--- src/rtl/seven_seg_scan_driver_if.sv ---
// Load port bundle for seven_seg_scan_driver.
//   load_valid : source has a 32-bit value on load_data this cycle
//   load_ready : driver's pending buffer is empty and will take the value
//   load_data  : eight hex nibbles, nibble k is shown on digit k
// master = value source, slave = display driver.
`timescale 1ns/1ps
interface seven_seg_scan_driver_if;
  logic        load_valid;
  logic        load_ready;
  logic [31:0] load_data;

  modport master (output load_valid, output load_data, input load_ready);
  modport slave  (input load_valid, input load_data, output load_ready);
endinterface

--- src/rtl/seven_seg_scan_driver.sv ---
// Time-multiplexed driver for an 8-digit seven-segment display.
// A 32-bit value is taken over the load interface into a pending buffer and
// moved into the display register in IDLE or at the end of a scan frame, so a
// new value never tears mid-frame. One digit is lit at a time, each held for
// CLK_DIV clocks.
// Ports:
//   clk, rst_n  : clock, asynchronous active-low reset
//   enable      : 1 = scan, 0 = display dark
//   load        : valid/ready value port (slave side)
//   dp_mask     : live decimal-point mask, bit k = digit k
//   anodes      : one-hot active-high digit select (registered)
//   segments    : {a,b,c,d,e,f,g,dp} active-high (registered)
//   digit_idx   : digit currently being scanned
//   frame_done  : high during the last cycle of digit 7
// Optional build macro: SEVEN_SEG_LEADING_ZERO_BLANK_EN blanks segments a..g
// on digits above the most significant nonzero nibble (digit 0 never blanks).
`timescale 1ns/1ps
module seven_seg_scan_driver #(
  parameter int CLK_DIV = 100000,
  parameter int CNT_W   = 17
) (
  input  logic                    clk,
  input  logic                    rst_n,
  input  logic                    enable,
  seven_seg_scan_driver_if.slave  load,
  input  logic [7:0]              dp_mask,
  output logic [7:0]              anodes,
  output logic [7:0]              segments,
  output logic [2:0]              digit_idx,
  output logic                    frame_done
);

  typedef enum logic {IDLE = 1'b0, SCAN = 1'b1} state_t;

  state_t           state_reg, state_next;
  logic [CNT_W-1:0] prescale_reg, prescale_next;
  logic [2:0]       digit_reg, digit_next;
  logic [31:0]      display_reg, pending_reg;
  logic             pending_full_reg;
  logic [7:0]       anodes_reg, anodes_next;
  logic [7:0]       segments_reg, segments_next;
  logic             terminal, wrap, commit, accept, blank;
  logic [3:0]       nibble;
  logic [6:0]       glyph;

  assign terminal = (prescale_reg == CNT_W'(CLK_DIV - 1));
  // Frame end: last cycle of digit 7 while still enabled; an enable drop on
  // that same cycle wins and no frame is reported.
  assign wrap     = (state_reg == SCAN) && enable && terminal && (digit_reg == 3'd7);
  assign commit   = pending_full_reg && ((state_reg == IDLE) || wrap);
  // Commit and accept are mutually exclusive: commit needs a full buffer,
  // accept needs an empty one.
  assign accept   = load.load_valid && !pending_full_reg;

  // State and datapath registers
  always_ff @(posedge clk or negedge rst_n) begin
    if (!rst_n) begin
      state_reg        <= IDLE;
      prescale_reg     <= '0;
      digit_reg        <= 3'd0;
      display_reg      <= 32'd0;
      pending_reg      <= 32'd0;
      pending_full_reg <= 1'b0;
      anodes_reg       <= 8'd0;
      segments_reg     <= 8'd0;
    end else begin
      state_reg    <= state_next;
      prescale_reg <= prescale_next;
      digit_reg    <= digit_next;
      anodes_reg   <= anodes_next;
      segments_reg <= segments_next;
      if (commit) begin
        display_reg      <= pending_reg;
        pending_full_reg <= 1'b0;
      end
      if (accept) begin
        pending_reg      <= load.load_data;
        pending_full_reg <= 1'b1;
      end
    end
  end

  // Next state and scan position
  always_comb begin
    state_next    = state_reg;
    prescale_next = '0;
    digit_next    = 3'd0;
    case (state_reg)
      IDLE: if (enable) state_next = SCAN;
      SCAN: begin
        if (!enable) begin
          state_next = IDLE;
        end else if (terminal) begin
          digit_next = digit_reg + 3'd1;
        end else begin
          prescale_next = prescale_reg + 1'b1;
          digit_next    = digit_reg;
        end
      end
      default: state_next = IDLE;
    endcase
  end

`ifdef SEVEN_SEG_LEADING_ZERO_BLANK_EN
  logic [7:0] nz;
  logic [2:0] top_digit;
  genvar gi;
  generate
    for (gi = 0; gi < 8; gi++) begin : g_nz
      assign nz[gi] = |display_reg[4*gi +: 4];
    end
  endgenerate
  always_comb begin
    top_digit = 3'd0;
    for (int k = 1; k < 8; k++) begin
      if (nz[k]) top_digit = 3'(k);
    end
  end
  assign blank = (digit_reg > top_digit);
`else
  assign blank = 1'b0;
`endif

  assign nibble = display_reg[{digit_reg, 2'b00} +: 4];

  // Outputs: next values of the registered display pins, plus frame_done
  always_comb begin
    case (nibble)
      4'h0: glyph = 7'b1111110;
      4'h1: glyph = 7'b0110000;
      4'h2: glyph = 7'b1101101;
      4'h3: glyph = 7'b1111001;
      4'h4: glyph = 7'b0110011;
      4'h5: glyph = 7'b1011011;
      4'h6: glyph = 7'b1011111;
      4'h7: glyph = 7'b1110000;
      4'h8: glyph = 7'b1111111;
      4'h9: glyph = 7'b1111011;
      4'hA: glyph = 7'b1110111;
      4'hB: glyph = 7'b0011111;
      4'hC: glyph = 7'b1001110;
      4'hD: glyph = 7'b0111101;
      4'hE: glyph = 7'b1001111;
      default: glyph = 7'b1000111;
    endcase
    anodes_next   = 8'd0;
    segments_next = 8'd0;
    if (state_reg == SCAN) begin
      anodes_next   = 8'd1 << digit_reg;
      segments_next = {(blank ? 7'd0 : glyph), dp_mask[digit_reg]};
    end
    frame_done = wrap;
  end

  assign anodes          = anodes_reg;
  assign segments        = segments_reg;
  assign digit_idx       = digit_reg;
  assign load.load_ready = !pending_full_reg;

endmodule
--- src/flat_wrapper.sv ---
// flat-port wrapper written by rule: the top's interface ports become plain ports
module seven_seg_scan_driver_flat 
#(
  parameter int CLK_DIV = 100000,
  parameter int CNT_W   = 17
)
  (clk, rst_n, enable, dp_mask, anodes, segments, digit_idx, frame_done, load_load_valid, load_load_data, load_load_ready);
  seven_seg_scan_driver_if load_i ();
  input  logic clk;
  input  logic rst_n;
  input  logic enable;
  input  logic [7:0] dp_mask;
  output logic [7:0] anodes;
  output logic [7:0] segments;
  output logic [2:0] digit_idx;
  output logic frame_done;
  input wire logic [$bits(load_i.load_valid)-1:0] load_load_valid;
  input wire logic [$bits(load_i.load_data)-1:0] load_load_data;
  output wire logic [$bits(load_i.load_ready)-1:0] load_load_ready;
  assign load_i.load_valid = load_load_valid;
  assign load_i.load_data = load_load_data;
  assign load_load_ready = load_i.load_ready;
  seven_seg_scan_driver #(.CLK_DIV(CLK_DIV), .CNT_W(CNT_W)) u_core (.clk(clk), .rst_n(rst_n), .enable(enable), .load(load_i), .dp_mask(dp_mask), .anodes(anodes), .segments(segments), .digit_idx(digit_idx), .frame_done(frame_done));
endmodule
--- config.mk ---
export PLATFORM = sky130hd
export DESIGN_NAME = seven_seg_scan_driver_flat
export DESIGN_NICKNAME = d
export VERILOG_FILES = /design/src/rtl/seven_seg_scan_driver_if.sv /design/src/rtl/seven_seg_scan_driver.sv /design/src/flat_wrapper.sv
export SDC_FILE = /design/constraint.sdc
export NUM_CORES = 1
export LEC_CHECK = 0
export BUFFER_PORTS_ARGS = -buffer_cell sky130_fd_sc_hd__buf_2
export CORE_MARGIN = 3
export CORE_UTILIZATION = 50
export CTS_CLUSTER_SIZE = 20
export DETAILED_ROUTE_END_ITERATION = 6
export HOLD_SLACK_MARGIN = 0.1
export PLACE_DENSITY = 0.75
export SKIP_CTS_REPAIR_TIMING = 1
export SYNTH_ARGS = -nofsm -noshare
export SYNTH_HDL_FRONTEND = slang
export SYNTH_SLANG_ARGS = --single-unit
--- constraint.sdc ---
create_clock -name clk -period 7.53 [get_ports clk]
set_input_delay 0.3765 -clock clk [delete_from_list [all_inputs] [get_ports clk]]
set_output_delay 0.3765 -clock clk [all_outputs]
set_load 0.02 [all_outputs]
=== Yosys cells after proc, flatten, opt, wreduce, memory -nomap -nowiden ===
Memories as Yosys holds them, arrays and structs flattened.
Index checks and enable logic that the tools add are counted.
Widths: inputs -> output; s select.

* Register bits: 102
* Memory bits (read-only): 112
* Input bits: 44
* Memories: 1

* Add/sub/neg operators: 2
* Magnitude comparators: 1
* Eq/ne operators: 3
* Shift operators: 2
* Mux-type cells: 13
* Bitwise operators: 1
* Reductions and logical operators: 8

{| class="wikitable"
|+ Memories
! memory !! depth !! width !! read ports !! clocked after memory_dff !! wr ports !! RTL line !! RTL
|-
| (name not given) || 16 || 7 || 1 || 0 || 0 || seven_seg_scan_driver.sv:128 || <nowiki>case (nibble)</nowiki>
|}

{| class="wikitable"
|+ Operators with widths
! cell !! number
|-
| $mux 17 || 3
|-
| $shiftx 32x6->4 || 1
|-
| $add 17x1->17 const B || 1
|-
| $eq 17x17->1 const B || 1
|-
| $mux 8 || 2
|-
| $mux 3 || 3
|-
| $shl 1x3->8 const A || 1
|-
| $logic_and 1x1->1 || 5
|-
| $lt 3x4->1 const B || 1
|-
| $mux 1 || 4
|-
| $add 3x1->3 const B || 1
|-
| $bmux 1 s3 || 1
|-
| $eq 3x3->1 const B || 1
|-
| $ne 3x3->1 const B || 1
|-
| $reduce_bool 2->1 || 1
|-
| $logic_not 1->1 || 1
|-
| $logic_or 1x1->1 || 1
|-
| $not 1->1 || 1
|}

=== Longest topological paths before layout ===
* Depth in word-level cells: 7
* Depth in mapped cells: 8
* Depth with buffers taken out: 7

=== Worst setup path before layout ===
No wires, ideal clock.

* Path type: flip-flop to flip-flop
* From: reg u_core.digit_reg[1], in the netlist u_core.digit_idx[1]
* To: reg u_core.segments_reg[4], in the netlist u_core.segments[4]
* Library setup time: 0.078 ns
* Data arrival time: 2.555 ns
* Path slack: 4.898 ns
* Stages on the path, launching flop included: 8
* Path buffers: 1
* Cells stage by stage: dfrtp_1 > buf_1 > mux4_2 > mux2i_1 > inv_1 > ha_1 > mux2_2 > o2bb2ai_1

* Word-level cells in the longest chain between the ends: 3

{| class="wikitable"
|+ Ends and longest elaborated chain
! what !! RTL line !! RTL
|-
| start: declaration || seven_seg_scan_driver.sv:37 || <nowiki>logic [2:0] digit_reg, digit_next;</nowiki>
|-
| start signal: assignment || seven_seg_scan_driver.sv:69 || <nowiki>digit_reg <= digit_next;</nowiki>
|-
| $shiftx 32x6->4 || seven_seg_scan_driver.sv:124 || <nowiki>assign nibble = display_reg[{digit_reg, 2'b00} +: 4];</nowiki>
|-
| $mem_v2 16x7 || -- ||
|-
| $mux 8 || seven_seg_scan_driver.sv:148 || <nowiki>if (state_reg == SCAN) begin</nowiki>
|-
| via u_core.segments_next[4] || seven_seg_scan_driver.sv:41 || <nowiki>logic [7:0] segments_reg, segments_next;</nowiki>
|-
| end signal: assignment || seven_seg_scan_driver.sv:71 || <nowiki>segments_reg <= segments_next;</nowiki>
|-
| end: declaration || seven_seg_scan_driver.sv:41 ||
|}

The timed path passes the listed nets, and every way through them passes these cells.
A chain may end at the register's enable or synchronous reset.

=== Worst setup path after layout ===
* From: reg u_core.digit_reg[0], in the netlist u_core.digit_idx[0]
* To: reg u_core.segments_reg[4], in the netlist u_core.segments[4]

Same word-level chain as after synthesis.

==> metrics.md <==
| Metric | Value |
|---|---|
| Outcome | `finished clean` |
| # diodes | `0` |
| Max-Cap Viols | `0` |
| Clock slew at reported path FFs | `0.10 ns` |
| PD cells | `roughly 290 nW/um^2` |
| Slew Limit Fails | `0` |
| Leakage | `roughly 2.5 nW` |
| DR vias | `~2.7k` |
| Yosys Warn Count | `0` |
| Synth cell count leaders | `102 x dfrtp_1, 37 x mux2_2, 30 x mux2_4` |
| Total grt overflow | `0` |
| P_int | `between 1 and 1.5 mW` |
| H-tree depth | `3` |
| Post-synth EDFFs | `0` |
| DR WL/cell | `about 16 um` |
| Drt initial violations | `between 60 and 70` |
| Vias in the first global route | `between 2k and 3k` |
| Clk root buf | `clkbuf_8` |
| R2r worst-path depth | `6` |
| Clock latency on the worst-skew pair | `about 0.37 ns` |
| Synth unique cells | `40` |
| Hold path depth | `1` |
| Clk sinks | `roughly 100` |
| RSZ-0062 raised after global routing | `no` |
| Top-count cell post-synth | `dfrtp_1` |
| CTS tree | `done` |
| Critical path type | `register to register` |
| Syn_nets | `396` |
| Mapped Area | `4660 um^2` |
| RePlAce Congestion | `roughly 0.84` |
| Logic pwr share | `24.6%` |
| Fillers | `700` |
| Critical path fanouts, max | `14` |
| Io pins | `65` |
| Clock network fraction of total power | `between 20% and 30%` |
| Layout cells sized above 1 | `between 40% and 50%` |
| Fin crit share | `about 37%` |
| CP Launch Type | `register` |
| Longest Clk Path Bufs | `2` |
| Row cnt | `34` |
| Switching power | `between 400 and 500 uW` |
| Main synth FF type | `dfrtp_1` |
| Setup-failing EPs final | `0` |
| Sw Share | `between 20% and 30%` |
| Max Fclk | `about 360 MHz` |
| Final hold violations | `0` |
| Initial antenna violation count | `0` |
| Setup Total Neg Slack | `0 ns` |
| Worst path arrival time | `roughly 3.1 ns` |
| Reg area | `about 2600 um^2` |
| CTS buffer count | `9` |
| Post-layout nets | `460` |
| CP Data Required Time | `7.81 ns` |
| Largest net degree at the start of global routing | `60` |
| HP Class | `input port to register` |
| I/O Buffers | `64` |
| Yosys top cell by area | `dfrtp_1` |
| Worst-Margin Slew | `around 0.74 ns` |
| Sequential area share after synthesis | `54.8%` |
| Final HPWL DP | `5860 um` |
| Synth top area share | `a little over half` |
| ANT nets after route | `0` |
| VDD IR-drop max | `between 0.1 and 0.15 mV` |
| Die X | `around 100 um` |
| DRC | `0` |
| Final Total Pwr | `~1.5 mW` |
| Async set-reset flop share out of synthesis | `between 90% and 100%` |
| Total wire length | `approximately 8000 um` |
| Synthesized instance count | `~340` |
| Synth area leaders | `dfrtp_1 55%, mux2_4 9.7%, mux2_2 8.9%, mux4_2 3.9%, ha_1 3.5%` |
| CP endpoint kind | `register` |
| Die Ht | `between 100 and 150 um` |
| Minimum clock period | `around 2.8 ns` |
| Vias per std cell | `between 5 and 6` |
| Slew margin rel. | `slightly above 50%` |
| Avg Cell Area, Syn | `around 14 um^2` |
| Multi-input combinational cell area | `approximately 2000 um^2` |
| Area grow syn2layout | `14.1%` |
| Yosys reg bits | `~100` |
| Sequential group share of total power | `approximately 50%` |
| Total track usage | `17.1%` |
| Clk_skew | `just over 0.01 ns` |
| Starting density of the core | `around 52%` |
| First-pass GRT wire length | `13800 um` |
| Die ar. | `about 11000 um^2` |
| TritonRoute pass-1 iters | `4` |
| Area of the core | `slightly below 9000 um^2` |
==> per-layer routing <==
layer	vias up	track usage, %	share of wire, %
met3	8	5.14	4.8
met1	1352	22.6	47
li1	1320	-	-
met4	0	5.55	1.2
met2	69	27.2	47
met5	-	0	0
==> path summary, 6_finish.rpt <==
path	start	end	slack (ns)
setup / recovery	u_core.digit_idx[0]	u_core.segments[4]	4.76
hold / removal	enable	u_core.state_reg	0.16
setup reg to reg	u_core.digit_idx[0]	u_core.segments[4]	4.76
hold reg to reg	u_core.prescale_reg[0]	u_core.prescale_reg[0]	0.47
max in group asynchronous	rst_n	u_core.display_reg[26]	5.86
min in group asynchronous	rst_n	u_core.segments[5]	0.53
==> final cells by class <==
| type | count | share of cell area [%] |
|---|---|---|
| multi-input cells | 212 | 37.6 |
| flip-flops and latches | 102 | 48.0 |
| repair buffers | 68 | 6.68 |
| well taps | 108 | 2.54 |
| clock buffers | 9 | 2.33 |
| clock inverters | 7 | 2.19 |
| inverters | 10 | 0.706 |
==> logic make-up after synthesis <==
| logic type | Yosys count | share of synthesized area [%] |
|---|---|---|
| AO/OA/AOI/OAI | 19 | 2.87 |
| XOR/XNOR | 16 | 3.01 |
| adder cells (fa/ha/maj) | 13 | 3.49 |
| buffers and inverters | 25 | 2.58 |
| flip-flops | 102 | 54.8 |
| multiplexers | 85 | 24.6 |
| AND/OR/NAND/NOR | 79 | 8.65 |
==> metrics by stage <==
stage / hold slack, ns / cells / util [%] / setup WS [ns] / instance area, um^2
final: 0.161 / 516 / 59.8 / 4.76 / 5320
after global routing: 0.121 / 516 / 59.8 / 4.51 / 5320
after CTS: -0.0119 / 515 / 59.7 / 4.75 / 5310
after detailed placement: 0.398 / 499 / 57.0 / 4.78 / 5070
after global placement: 0.395 / 499 / 57.0 / 4.93 / 5070
after floorplan: 0.0809 / 339 / - / 4.90 / 4660
==> critical path, cell delays in order (launching register included) <==
cell	delay, ns
dfrtp_1	0.80
mux4_2	0.58
mux2i_1	0.43
inv_1	0.17
ha_1	0.26
mux2_2	0.27
o2bb2ai_1	0.16
==> cells in the final DEF (no fill, tap or decap), types with 6 or more instances in the layout <==
| cell type | Yosys | final |
|---|---|---|
| mux2i_1 | 10 | 10 |
| and3_1 | 7 | 7 |
| nor2_1 | 27 | 27 |
| buf_2 | 2 | 63 |
| clkbuf_8 | 0 | 9 |
| xnor2_1 | 6 | 6 |
| mux2_4 | 30 | 30 |
| xor2_1 | 10 | 10 |
| nand3_1 | 8 | 8 |
| nand2_1 | 17 | 17 |
| ha_1 | 13 | 13 |
| inv_1 | 10 | 10 |
| mux4_2 | 8 | 8 |
| mux2_2 | 37 | 37 |
| dfrtp_1 | 102 | 102 |
==> power by group through the flow <==
| stage | clock network (mW) | logic [mW] | registers (mW) |
|---|---|---|---|
| floorplan | 0 | 0.286 | 0.752 |
| global placement | 0 | 0.365 | 0.765 |
| detailed placement | 0 | 0.377 | 0.769 |
| CTS | 0.411 | 0.380 | 0.758 |
| global route | 0.435 | 0.413 | 0.774 |
| finish | 0.396 | 0.376 | 0.757 |
Power figures use the tool's default switching activity.
